**src/rtl/alu_pkg.sv**
```systemverilog
// Shared ALU opcode encodings and helpers for the ALU and the arbiter in front of it.
package alu_pkg;
  localparam int ALU_OP_W = 3;

  localparam logic [ALU_OP_W-1:0] ALU_ADD = 3'b000;
  localparam logic [ALU_OP_W-1:0] ALU_SUB = 3'b001;
  localparam logic [ALU_OP_W-1:0] ALU_AND = 3'b010;
  localparam logic [ALU_OP_W-1:0] ALU_OR  = 3'b011;
  localparam logic [ALU_OP_W-1:0] ALU_SRL = 3'b100;
  localparam logic [ALU_OP_W-1:0] ALU_SRA = 3'b101;

  typedef struct packed {
    logic [ALU_OP_W-1:0] op;
    logic [31:0]         a;
    logic [31:0]         b;
  } alu_req_t;

  function automatic logic is_valid_op(input logic [ALU_OP_W-1:0] op);
    return op <= ALU_SRA;
  endfunction
endpackage

```
**src/rtl/alu.sv**
```systemverilog
// Combinational 32-bit ALU; shifts consume the whole of B, so amounts >= 32 saturate.
module alu
  import alu_pkg::*;
(
  input  logic [31:0]         A,
  input  logic [31:0]         B,
  input  logic [ALU_OP_W-1:0] ALUOp,
  output logic [31:0]         C
);
  logic big_shamt;
  assign big_shamt = |B[31:5];

  always_comb begin
    C = '0;
    case (ALUOp)
      ALU_ADD: C = A + B;
      ALU_SUB: C = A - B;
      ALU_AND: C = A & B;
      ALU_OR:  C = A | B;
      ALU_SRL: C = big_shamt ? '0 : A >> B[4:0];
      ALU_SRA: C = big_shamt ? {32{A[31]}} : 32'($signed(A) >>> B[4:0]);
      default: C = '0;
    endcase
  end
endmodule

```
**src/rtl/alu_arbiter.sv**
```systemverilog
// Two-port round-robin front end for a single shared ALU with a one-entry result slot.
module alu_arbiter
  import alu_pkg::*;
#(
  parameter int TAG_W = 4,
  parameter int CNT_W = 16
) (
  input  logic                clk,
  input  logic                rst_n,
  input  logic [1:0]          req_valid,
  output logic [1:0]          req_ready,
  input  logic [ALU_OP_W-1:0] req_op0,
  input  logic [ALU_OP_W-1:0] req_op1,
  input  logic [31:0]         req_a0,
  input  logic [31:0]         req_a1,
  input  logic [31:0]         req_b0,
  input  logic [31:0]         req_b1,
  input  logic [TAG_W-1:0]    req_tag0,
  input  logic [TAG_W-1:0]    req_tag1,
  output logic [1:0]          resp_valid,
  input  logic [1:0]          resp_ready,
  output logic [31:0]         resp_data,
  output logic [TAG_W-1:0]    resp_tag,
  output logic                resp_err,
  output logic [CNT_W-1:0]    ops_done
);
  logic             full_q, full_d;
  logic             owner_q, owner_d;
  logic             rr_ptr_q, rr_ptr_d;
  logic [31:0]      data_q, data_d;
  logic [TAG_W-1:0] tag_q, tag_d;
  logic             err_q, err_d;
  logic [CNT_W-1:0] cnt_q, cnt_d;

  logic             win, slot_avail, accept, drain;
  alu_req_t         sel;
  logic [TAG_W-1:0] sel_tag;
  logic [31:0]      alu_c;

  // Contention goes to rr_ptr; otherwise whichever single port is valid.
  assign win        = (req_valid == 2'b11) ? rr_ptr_q : req_valid[1];
  assign drain      = full_q & resp_ready[owner_q];
  assign slot_avail = ~full_q | resp_ready[owner_q];
  assign req_ready  = (rst_n && slot_avail && |req_valid) ? (win ? 2'b10 : 2'b01) : 2'b00;
  assign accept     = |req_ready;

  always_comb begin
    sel     = win ? '{op: req_op1, a: req_a1, b: req_b1} : '{op: req_op0, a: req_a0, b: req_b0};
    sel_tag = win ? req_tag1 : req_tag0;
  end

  alu u_alu (
    .A     (sel.a),
    .B     (sel.b),
    .ALUOp (sel.op),
    .C     (alu_c)
  );

  always_comb begin
    full_d   = full_q;
    owner_d  = owner_q;
    rr_ptr_d = rr_ptr_q;
    data_d   = data_q;
    tag_d    = tag_q;
    err_d    = err_q;
    cnt_d    = drain ? cnt_q + CNT_W'(1) : cnt_q;
    if (accept) begin
      // A drain in the same cycle is absorbed: the slot simply reloads.
      full_d   = 1'b1;
      owner_d  = win;
      rr_ptr_d = ~win;
      err_d    = ~is_valid_op(sel.op);
      data_d   = is_valid_op(sel.op) ? alu_c : '0;
      tag_d    = sel_tag;
    end else if (drain) begin
      full_d = 1'b0;
    end
  end

  always_ff @(posedge clk or negedge rst_n) begin
    if (!rst_n) begin
      full_q   <= 1'b0;
      owner_q  <= 1'b0;
      rr_ptr_q <= 1'b0;
      data_q   <= '0;
      tag_q    <= '0;
      err_q    <= 1'b0;
      cnt_q    <= '0;
    end else begin
      full_q   <= full_d;
      owner_q  <= owner_d;
      rr_ptr_q <= rr_ptr_d;
      data_q   <= data_d;
      tag_q    <= tag_d;
      err_q    <= err_d;
      cnt_q    <= cnt_d;
    end
  end

  assign resp_valid = full_q ? (owner_q ? 2'b10 : 2'b01) : 2'b00;
  assign resp_data  = data_q;
  assign resp_tag   = tag_q;
  assign resp_err   = err_q;
  assign ops_done   = cnt_q;
endmodule

```
**config.mk**
```make
export PLATFORM = sky130hd
export DESIGN_NAME = alu_arbiter
export DESIGN_NICKNAME = d
export VERILOG_FILES = /design/src/rtl/alu_pkg.sv /design/src/rtl/alu.sv /design/src/rtl/alu_arbiter.sv
export SDC_FILE = /design/constraint.sdc
export NUM_CORES = 1
export LEC_CHECK = 0
export ABC_AREA = 1
export CORE_MARGIN = 2
export CORE_UTILIZATION = 53
export CTS_CLUSTER_DIAMETER = 150
export DETAILED_ROUTE_END_ITERATION = 7
export GPL_ROUTABILITY_DRIVEN = 0
export PLACE_DENSITY = 0.83
export SLEW_MARGIN = 40
export SYNTH_ARGS = -nofsm -noshare
export SYNTH_HDL_FRONTEND = slang
export SYNTH_HIERARCHICAL = 1
export SYNTH_SLANG_ARGS = --single-unit
```
**constraint.sdc**
```tcl
create_clock -name clk -period 5 [get_ports clk]
set_input_delay 1 -clock clk [delete_from_list [all_inputs] [get_ports clk]]
set_output_delay 1 -clock clk [all_outputs]
set_load 0.01 [all_outputs]
```
# Word-level counts from Yosys, hierarchy flattened
# Cells that the tools add are included.
[word_totals] reg_bits=56 inputBits=148 output_inout_bits=57 elab_cells=49
[op_classes] add_sub_neg=3 magnitude_cmp=2 eq_ne=6 shift=2 n_mux=15 n_bitwise=7 n_reduce_logical=7
[ops] cell="32-bit case mux with 6 select lines" n=1
[ops] cell="32-bit two-way mux" n=3
[ops] cell="67-bit two-way mux" n=1
[ops] cell="32-bit adder" n=1
[ops] cell="32-bit AND" n=1
[ops] cell="32-bit bitwise OR" n=1
[ops] cell="32-bit by 5-bit >> shifter with 32-bit output" n=1
[ops] cell="32-bit by 5-bit >>> shifter with 32-bit output" n=1
[ops] cell="32-bit subtractor" n=1
[ops] cell="27-bit OR reduction" n=1
[ops] cell="16-bit by 1-bit adder with 16-bit output, second input constant" n=1
[ops] cell="2-bit two-way mux" n=4
[ops] cell="3-bit by 2-bit equality test with 1-bit output, second input constant" n=2
[ops] cell="3-bit equality test, second input constant" n=2
[ops] cell="1-bit two-way mux" n=5
[ops] cell="4-bit two-way mux" n=1
[ops] cell="2-bit OR reduction" n=2
[ops] cell="3-bit by 1-bit equality test with 1-bit output, second input constant" n=1
[ops] cell="3-bit <= comparator, second input constant" n=1
[ops] cell="3-bit zero test" n=1
[ops] cell="1-bit inverter" n=3
[ops] cell="2-bit equality test, second input constant" n=1
[ops] cell="1-bit logical AND" n=2
[ops] cell="1-bit by 2-bit less-than comparator with 1-bit output, second input constant" n=1
[ops] cell="3 further kinds" n=3

# Logic depth before layout (Yosys ltp)
# Gate-level depths: netlist of run 1.
[depth] word_depth=8 mapped_depth=36

# Cells and area by module
# The synthesis of run 1 kept the hierarchy.
[by_module_without_submodules] mod="alu" n_inst=1 cells_per_inst=1237 area_per_inst_um2=6157.2 seq_area_each_um2=0.0
[by_module_without_submodules] mod="alu_arbiter" n_inst=1 cells_per_inst=514 area_per_inst_um2=3348.2 seq_area_each_um2=1401.3

# Least setup slack after synthesis of run 1
# No wires, ideal clock.
[synth_timing] path_kind="in2reg" start="in req_valid[0]" end="reg data_q[31], in the netlist resp_data[31]" setup_time_ns=0.117 t_arrival_ns=4.250 t_required_ns=4.883 slack_ns=0.633 cell_stages=33 path_buffers=4 cell_sequence="nand2_1 > nand2_4 > inv_4 > buf_2 > nand2_1 > nand2_1 > buf_4 > inv_2 > buf_4 > buf_4 > ha_1 > nand3_4 > nor2_4 > nand2_2 > o21ai_2 > nand2_2 > a21oi_4 > o21ai_1 > nand2_1 > nand2_1 > ha_1 > a21oi_1 > o21ai_0 > nand2_1 > nand2_1 > inv_1 > nand2_1 > a21oi_1 > nand2_1 > nand3_1 > nand2_1 > nand3_1 > nand2_1"
[synth_lines] element="start: declaration" line_no="alu_arbiter.sv:10" rtl="input logic [1:0] req_valid,"
[synth_lines] element="end signal: assignment" line_no="alu_arbiter.sv:93" rtl="data_q <= data_d;"
[synth_lines] element="end: declaration" line_no="alu_arbiter.sv:30" rtl="logic [31:0] data_q, data_d;"

==> results by group, run 1 <==
Place
  • Detailed Place HPWL: 31600 um
  • Port Buffers: between 200 and 250

Drt
  • Average wire per standard cell: 17.8 um
  • Via count: 12945
  • TritonRoute pass-1 iters: 8
  • DRT Wirelength: between 30000 and 40000 um
  • Vias per cell: slightly below 6
  • Final ANT Viol Nets: 0
  • DR DRC count: 0
  • Iteration-0 DRC Markers: between 1500 and 2000

Hold path
  • Hold Path Class: flip-flop to flip-flop
  • Worst Hold Launch: resp_tag[3]
  • End of the worst hold path: resp_tag[3]
  • Hold path cells: 2

Global route
  • Number of global-route vias before repair: 11472
  • GR Util All Layers: 0.404
  • Initial antenna violation count: 0
  • Overflow after GRT: 0
  • First-pass GRT wire length: 59400 um
  • Largest net degree at the start of global routing: 57

Cells and area
  • Commonest non-fill, non-tap cell in the layout: nand2_1
  • Final core utilization: 0.698
  • Fraction of layout cells with a size suffix above 1: 0.0845
  • Number of inserted diodes: 0
  • P&R area growth vs syn: 27.9%
  • NumNets Final: 2148
  • Filler cell count: 1628
  • Most frequent cells in the layout: nand2_1, nand3_1, clkdlybuf4s50_1

Clocking
  • Root buf cell: clkbuf_16
  • Clock Pin Slew Worst Setup and Hold Paths: 80 ps
  • Worst-Skew Late Latency: 310 ps
  • H-tree Lvls: 2
  • CTS Buf Count: 5
  • CTS max path bufs: 2
  • TritonCTS clock tree: yes
  • # hold bufs at CTS: 0
  • Clock Sinks: 56

Critical path
  • CP top delay family: simple AND/OR/NAND/NOR gates
  • Worst Path Arrival: 5090 ps
  • CP Class: input port to flip-flop
  • Crit path largest cell delay: between 400 and 500 ps
  • Most frequent CP cell: nand2_1
  • Worst path slowest cell: clkdlybuf4s50_1
  • R2R depth: 26
  • Worst path depth: 26
  • Crit path from: req_valid[0]
  • Worst Setup End Kind: flip-flop
  • R2r startpoint: rr_ptr_q
  • Req. time, crit path: 5210 ps
  • WP buf/inv: 4
  • Crit Reg-Reg Endpoint: resp_data[21]
  • Reg2reg setup slack: 860 ps
  • Max FO, Critical Path: 32
  • Critical path startpoint category: input port

Synth
  • Area leader, netlist: nand2_1
  • Mapped Cells: 1751
  • Top cells by area, synth: nand2_1, dfrtp_1, nand3_1
  • Yosys cell types: 54
  • Ys flop type: dfrtp_1
  • Syn_nets: 1935
  • Post-synth EDFFs: 0
  • Synthesis-stage register bit count: 56
  • Avg Inst Size Synth: about 5.4 um2
  • Synth top area share: 0.308
  • Async set-reset flop share out of synthesis: 1.00
  • Synthesis warning total: 6
  • Mapped cell area: 9510 um2
  • Register area share after synthesis: 0.147

Floorplan
  • Die Span Y: approximately 140 um
  • I/O pins: 205
  • Area of the die: approximately 19000 um2
  • FP Rows: 48
  • Die X-Extent: 138 um
  • Core Area: 17400 um2
  • Initial Util: 0.546

Status
  • Outcome: finished, final reports clean

Timing
  • Skew final: roughly 8.2 ps
  • Final Hold Viols: 0
  • # setup viols final: 0
  • Shortest period the worst path allows: roughly 5000 ps
  • TNS Setup: 0 ps
  • Max-slew headroom: 0.502
  • Final slew viol count: 0
  • Fmax achieved: 0.205 GHz
  • RSZ-0062 raised after global routing: true
  • Slew @ Worst Pin: ~750 ps
  • Crit share post-route: 0.977

Power
  • Pwr dens: between 300 and 400 nW/um2
  • Leak pwr: ~6.4 nW
  • Peak VDD IR: between 0.2 and 0.3 mV

Flow run
  • Number of max-cap violations: 0
## state kept, by name, indices dropped and copies added, names as in the netlist
register / flops
resp_err: 1
ops_done: 16
resp_tag: 4
full_q: 1
resp_data: 32
rr_ptr_q: 1
owner_q: 1
## cell families (layout without fill, tap and decap cells)
logic type / count (synthesis) / in the layout / synth area share
xor+xnor: 43 / 43 / 0.0396
simple gates: 1201 / 1201 / 0.536
flops: 56 / 56 / 0.147
compound gates: 186 / 186 / 0.113
buf+inv: 220 / 434 / 0.106
fa+ha+maj: 45 / 45 / 0.0577
## worst max path at each step
stage / to / slack [ps]
floorplan: resp_data[31] / 630
global placement: resp_data[21] / -310
detailed placement: resp_data[28] / -360
CTS: resp_data[22] / 80
global route: resp_data[22] / -40
finish: resp_data[21] / 120
## worst min-delay path, delay by kind of cell (launching register included)
kind	cells	cell delay, ps
DFF	1	350
and+or+nand+nor	2	100
## synth_stat cells, types with 3 or more instances
master	count
nor2_2	13
inv_4	3
buf_4	9
nand3_1	237
xor2_1	27
ha_1	35
a21oi_1	67
nand2_4	3
nand3b_1	5
or2_2	8
o21ai_2	4
a31oi_1	5
o211ai_1	14
o21ai_1	6
o21a_1	3
o22ai_1	4
maj3_1	9
inv_2	9
inv_1	138
xnor2_1	16
nand4_1	19
dfrtp_1	56
nand2_1	779
nor2_4	7
buf_2	19
buf_1	5
nor2_1	101
clkbuf_1	19
o21bai_1	5
buf_6	14
o21ai_0	66
nor3_1	6
nand2_2	10
## per-stage QoR
| step | hold slack [ps] | instances | setup slack, ps | power, mW | cell area (um2) |
|---|---|---|---|---|---|
| finish | 482 | 2190 | 117 | 4.59 | 12200 |
| global route | 506 | 2190 | -43.0 | 4.91 | 12200 |
| CTS | 487 | 2188 | 76.3 | 4.43 | 12100 |
| detailed placement | 466 | 2180 | -359 | 4.03 | 11900 |
| global placement | 462 | 2180 | -313 | 3.98 | 11900 |
| floorplan | 481 | 1751 | 633 | 2.82 | 9510 |
## per-layer routing
layer  vias to the layer above  GRT usage  wire [um]  share of wire
li1                       6068          -          -              -
met1                      5646      0.537      14800           0.38
met2                      1005      0.590      15700           0.40
met3                       226     0.0771       5280           0.14
met4                         0      0.278       3220          0.082
met5                         -          0          0              0
## where the power goes
group | switching (mW) | internal (mW) | leakage (nW) | total, mW
clock network | 0.195 | 0.191 | 0.0719 | 0.386
logic | 2.17 | 1.30 | 5.60 | 3.47
registers | 0.129 | 0.607 | 0.734 | 0.736
## area by class of cell
| cell class | instances | area [um2] | area share |
|---|---|---|---|
| multi-input combinational | 1475 | 7160 | 0.589 |
| timing repair buffer | 273 | 2570 | 0.212 |
| sequential | 56 | 1400 | 0.115 |
| inverter | 153 | 593 | 0.0488 |
| tap | 225 | 282 | 0.0232 |
| clock buffer | 5 | 125 | 0.0103 |
| clock inverter | 3 | 27.5 | 0.00226 |
## what timing repair did
action,4_1_cts,5_1_grt
buffers inserted,0,2
pin swaps,0,1
endpoints found under the setup margin,3,20
endpoints found under the hold margin,0,0
resized for setup,2,23
(Power assumes the default switching activity.)
==> inputs of run 2 (changes only) <==
- CORE_MARGIN: 2 -> 8
==> results by group, run 2 (synthesis results as in run 1) <==
Global route
  • Number of global-route vias before repair: 11668
  • GR Util All Layers: 0.340
  • First-pass GRT wire length: 61300 um
  • Overflow after GRT: 0
  • Initial antenna violation count: 0
  • Largest net degree at the start of global routing: 57

Critical path
  • Critical path startpoint category: input port
  • CP Class: input port to flip-flop
  • R2r startpoint: rr_ptr_q
  • Max FO, Critical Path: 21
  • Worst Setup End Kind: flip-flop
  • Crit path from: req_valid[0]
  • Req. time, crit path: 5190 ps
  • Worst Path Arrival: just over 5000 ps

Power
  • Leak pwr: 6.35 nW
  • Peak VDD IR: 0.226 mV
  • Pwr dens: 383 nW/um2

Clocking
  • CTS Buf Count: 5
  • Clock Pin Slew Worst Setup and Hold Paths: 80 ps
  • CTS max path bufs: 2
  • H-tree Lvls: 2
  • Worst-Skew Late Latency: 310 ps
  • # hold bufs at CTS: 0
  • Root buf cell: clkbuf_16
  • Clock Sinks: 56
  • TritonCTS clock tree: yes

Drt
  • Final ANT Viol Nets: 0
  • DRT Wirelength: 39800 um
  • Via count: 12861
  • Vias per cell: 5.90
  • Iteration-0 DRC Markers: 2208
  • DR DRC count: 17
  • TritonRoute pass-1 iters: 8
  • Average wire per standard cell: 18.2 um

Hold path
  • Worst Hold Launch: resp_tag[2]
  • Hold Path Class: flip-flop to flip-flop

Floorplan
  • Die Span Y: 150 um
  • I/O pins: 205
  • Die X-Extent: ~150 um
  • FP Rows: 49
  • Area of the die: ~22000 um2
  • Core Area: 17800 um2
  • Initial Util: 0.535

Status
  • Outcome: finished with violations
  • Failing checks: DRC

Cells and area
  • Commonest non-fill, non-tap cell in the layout: nand2_1
  • P&R area growth vs syn: 26.6%
  • Post-route cell area: 12000 um2
  • NumNets Final: 2134
  • Number of inserted diodes: 0
  • Max FFs per register: 32
  • Fraction of layout cells with a size suffix above 1: 0.0707
  • Most frequent cells in the layout: nand2_1, nand3_1, clkdlybuf4s50_1

Timing
  • Max-slew headroom: 0.591
  • Shortest period the worst path allows: 4860 ps
  • Final slew viol count: 0
  • # setup viols final: 0
  • Skew final: 18.8 ps
  • Final Hold Viols: 0
  • Fmax achieved: roughly 0.2 GHz
  • RSZ-0062 raised after global routing: false
  • TNS Setup: 0 ps
  • Slew @ Worst Pin: 613 ps
  • Crit share post-route: 0.973
  • Final worst slack: approximately 140 ps

Place
  • Port Buffers: just over 200
  • Area post-placement: 11900 um2
  • Setup WS pre-CTS: -0.216 ps
  • Detailed Place HPWL: 31800 um

Flow run
  • Number of max-cap violations: 0
==> run 2: per-stage QoR <==
step | std cells | hold slack [ps] | utilization | power (mW)
6_report | 2180 | 482 | 0.677 | 4.61
5_1_grt | 2180 | 502 | 0.677 | 4.91
4_1_cts | 2180 | 485 | 0.676 | 4.47
3_5_place_dp | 2172 | 465 | 0.667 | 4.04
3_3_place_gp | 2172 | 460 | 0.667 | 3.99
2_1_floorplan | 1751 | 481 | - | 2.82
==> run 2: worst max-delay path, cell delays in order <==
cell and delay, ps:
clkdlybuf4s50_1 480, nand2_1 90, nand2_4 90, inv_4 100
buf_12 180, nand2_1 60, nand2_1 120, nor2_1 290
nand2_1 150, nor2_2 220, nand3_1 150, nand2_1 100
xnor2_1 120, inv_1 60, ha_1 350, nand2_1 110
o21ai_0 410, a21oi_1 80, nand2_1 240, nand2_1 110
nand2_1 80, nand2_1 60, nand3_1 80, nand2_1 120
nand3_1 110, nand2_1 60
==> run 2: metal layers <==
layer / global-route usage / wire (um)
met1: 0.435 / 15200
met2: 0.511 / 16300
met3: 0.0762 / 5350
met4: 0.207 / 2890
met5: 0 / 0
==> run 2: cell type report <==
| class | instances | area [um2] |
|---|---|---|
| multi-input cells | 1475 | 7110 |
| well taps | 229 | 287 |
| flip-flops and latches | 56 | 1400 |
| inverters | 153 | 593 |
| clock buffers | 6 | 129 |
| repair buffers | 259 | 2480 |
| fillers | 1673 | 5740 |
| clock inverters | 2 | 38.8 |
==> run 2: worst paths after layout <==
path	slack, ps	cells after the start	to
worst min-delay path	480	2	resp_tag[2]
worst max-delay path	140	26	resp_data[23]
worst min register to register	480	2	resp_tag[2]
worst max register to register	910	26	resp_data[23]
min in group asynchronous	810	2	resp_data[4]
max in group asynchronous	3810	2	resp_tag[1]
==> run 2: timing repair <==
action	CTS	global route
resized for setup	0	5
setup endpoints to repair	0	3
buffers inserted	0	0
==> run 2: power breakdown <==
part	leakage (nW)	switching, mW	internal [mW]
Clock	0.0815	0.190	0.240
Sequential	0.734	0.123	0.607
Combinational	5.53	2.18	1.28
Total	6.35	2.49	2.12
==> inputs of run 3 (changes only) <==
- SYNTH_HIERARCHICAL: 1 -> default
==> results by group, run 3 <==
Hold path
  • Hold Path Class: flip-flop to flip-flop
  • End of the worst hold path: resp_data[19]
  • Hold path cells: 2
  • Worst Hold Launch: resp_data[19]

Drt
  • Iteration-0 DRC Markers: between 2000 and 2500
  • Average wire per standard cell: between 15 and 20 um
  • Via count: 13094
  • TritonRoute pass-1 iters: 7
  • DRT Wirelength: around 42000 um
  • Final ANT Viol Nets: 0
  • DR DRC count: 0
  • Vias per cell: 6.00

Clocking
  • TritonCTS clock tree: yes
  • H-tree Lvls: 2
  • Worst-Skew Late Latency: 300 ps
  • CTS Buf Count: 5
  • Root buf cell: clkbuf_16
  • # hold bufs at CTS: 0
  • Clock Sinks: 56
  • Clock Pin Slew Worst Setup and Hold Paths: 70 ps
  • CTS max path bufs: 2

Floorplan
  • Area of the die: 21900 um2
  • I/O pins: 205
  • FP Rows: 48
  • Die X-Extent: 148 um
  • Core Area: 17200 um2
  • Initial Util: 0.537
  • Die Span Y: 148 um

Power
  • P_int: 2.27 mW
  • Pwr dens: 377 nW/um2
  • Design Power: 4.67 mW
  • Peak VDD IR: 0.222 mV
  • Switching pwr: 2.40 mW
  • Logic gate share of total power: 0.767
  • Flop pwr share: 0.158
  • Sw frac: 0.514
  • Leak pwr: approximately 6.4 nW
  • Clock power frac: 0.075

Critical path
  • Crit Reg-Reg Endpoint: resp_data[23]
  • Reg2reg setup slack: 840 ps
  • CP Class: input port to flip-flop
  • Critical path startpoint category: input port
  • R2r startpoint: rr_ptr_q
  • Worst Setup End Kind: flip-flop
  • Req. time, crit path: between 5000 and 6000 ps
  • Max FO, Critical Path: 17
  • R2R depth: 27
  • Worst Path Arrival: 5040 ps

Global route
  • Initial antenna violation count: 2
  • Largest net degree at the start of global routing: 57
  • Overflow after GRT: 0
  • GR Util All Layers: 0.376
  • Number of global-route vias before repair: 12128
  • First-pass GRT wire length: about 65000 um

Place
  • Dpl cells: 2168
  • Port Buffers: a little over 200
  • Detailed Place HPWL: 34100 um

Status
  • Outcome: finished, final reports clean

Cells and area
  • NumNets Final: 2138
  • Most frequent cells in the layout: nand2_1, nand3_1, clkdlybuf4s50_1
  • Final core utilization: 0.721
  • Filler cell count: 1562
  • Storage element area: about 1400 um2
  • Fraction of layout cells with a size suffix above 1: 0.103
  • Max FFs per register: 32
  • Final non-filler cell total: 2181
  • P&R area growth vs syn: 34.3%
  • Area of the multi-input gates: 6990 um2
  • Commonest non-fill, non-tap cell in the layout: nand2_1

Synth
  • Ys flop type: dfrtp_1
  • Top cells by area, synth: nand2_1, dfrtp_1, nand3_1
  • Syn_nets: 1862
  • Mapped Cells: about 1700
  • Most frequent cell after synthesis: nand2_1
  • Synthesis-stage register bit count: 56
  • Avg Inst Size Synth: ~5.5 um2
  • Top cells by count, synth: nand2_1, nand3_1, inv_1, nor2_1, o21ai_0
  • Post-synth EDFFs: 0
  • Async set-reset flop share out of synthesis: 1.00
  • Area leader, netlist: nand2_1
  • Register area share after synthesis: 0.152
  • Yosys cell types: 50
  • Mapped cell area: 9220 um2
  • Synth top area share: 0.259
  • Synthesis warning total: 0

Timing
  • Final Hold Viols: 0
  • Skew final: 9.66 ps
  • Max-slew headroom: 0.414
  • Slew @ Worst Pin: 870 ps
  • # setup viols final: 0
  • Final hold slack: 482 ps
  • Fmax achieved: 0.206 GHz
  • Shortest period the worst path allows: 4850 ps
  • Crit share post-route: 0.970
  • RSZ-0062 raised after global routing: true
  • Final slew viol count: 0

Flow run
  • Number of max-cap violations: 0
## run 3: changes by cell type after synthesis, sizes merged, moves of 14 or more
cell and change:
a21oi -15, nand2 -147, xor2 +14, nand3 +18, o21ai +32, nor3 +18
## run 3: worst max-delay path by stage
stage                 start             to
2_1_floorplan  req_valid[0]  resp_data[17]
3_3_place_gp   req_valid[0]  resp_data[31]
3_5_place_dp   req_valid[0]  resp_data[31]
4_1_cts        req_valid[0]  resp_data[31]
5_1_grt        req_valid[1]  resp_data[23]
6_report       req_valid[0]  resp_data[23]
## run 3: cells by family (layout without fill, tap and decap cells)
group / count (synthesis) / in the layout / share of synthesized area
compound gates: 216 / 216 / 0.133
xor+xnor: 52 / 52 / 0.0494
fa+ha+maj: 37 / 37 / 0.0508
buf+inv: 214 / 491 / 0.0970
flops: 56 / 56 / 0.152
mux: 1 / 1 / 0.00109
other cells: 0 / 1 / 0
simple gates: 1102 / 1102 / 0.517
## run 3: final cells by class
class,instances,area share
antenna,1,0.000202
clock buffer,6,0.0104
clock inverter,2,0.00131
inverter,151,0.0460
multi-input combinational,1408,0.564
sequential,56,0.113
tap,225,0.0227
timing repair buffer,332,0.242
## run 3: metal layers
| metal | up-vias | global-route usage | routed length, um | part of all wire |
|---|---|---|---|---|
| li1 | 6054 | - | - | - |
| met1 | 5829 | 0.450 | 14900 | 0.35 |
| met2 | 968 | 0.576 | 18000 | 0.43 |
| met3 | 239 | 0.128 | 6080 | 0.14 |
| met4 | 4 | 0.219 | 3140 | 0.075 |
| met5 | - | 0 | 23 | 0.00055 |
## run 3: what timing repair did
item	in CTS	in global routing
setup endpoints to repair	0	16
gates resized for setup	0	18
endpoints found under the hold margin	0	0
buffers inserted	0	4
## run 3: power by group through the flow
| stage | sequential [mW] | combinational (mW) | clock, mW |
|---|---|---|---|
| finish | 0.737 | 3.58 | 0.351 |
| global route | 0.753 | 3.86 | 0.376 |
| floorplan | 0.799 | 1.86 | 0 |
| CTS | 0.735 | 3.42 | 0.353 |
| detailed placement | 0.742 | 3.40 | 0 |
| global placement | 0.735 | 3.35 | 0 |
## run 3: per-stage QoR
stage	TNS (ps)	worst slack (ps)	cell area (um2)
floorplan	0	357	9220
finish	0	149	12400
global placement	0	36.5	12200
detailed placement	-105	-42.3	12200
global route	-179	-79.7	12400
CTS	0	263	12300
## run 3: critical path, stage by stage
cell and delay (ps):
clkdlybuf4s50_1 530, nand2_4 80, nand2_4 190, buf_4 150, buf_4 160, nand2_1 80
o21ai_2 80, nand2_1 90, nor3_1 320, nand2_2 170, o21ai_0 270, xor2_1 120
ha_1 340, buf_4 140, nand2_1 70, nor2_1 130, inv_1 70, nor2_1 150
inv_1 100, nor4_1 180, nand2_1 130, nand3_1 90, nand2_1 50, nand3_1 90
nand4_1 110, nand2_1 70, nand2_1 50
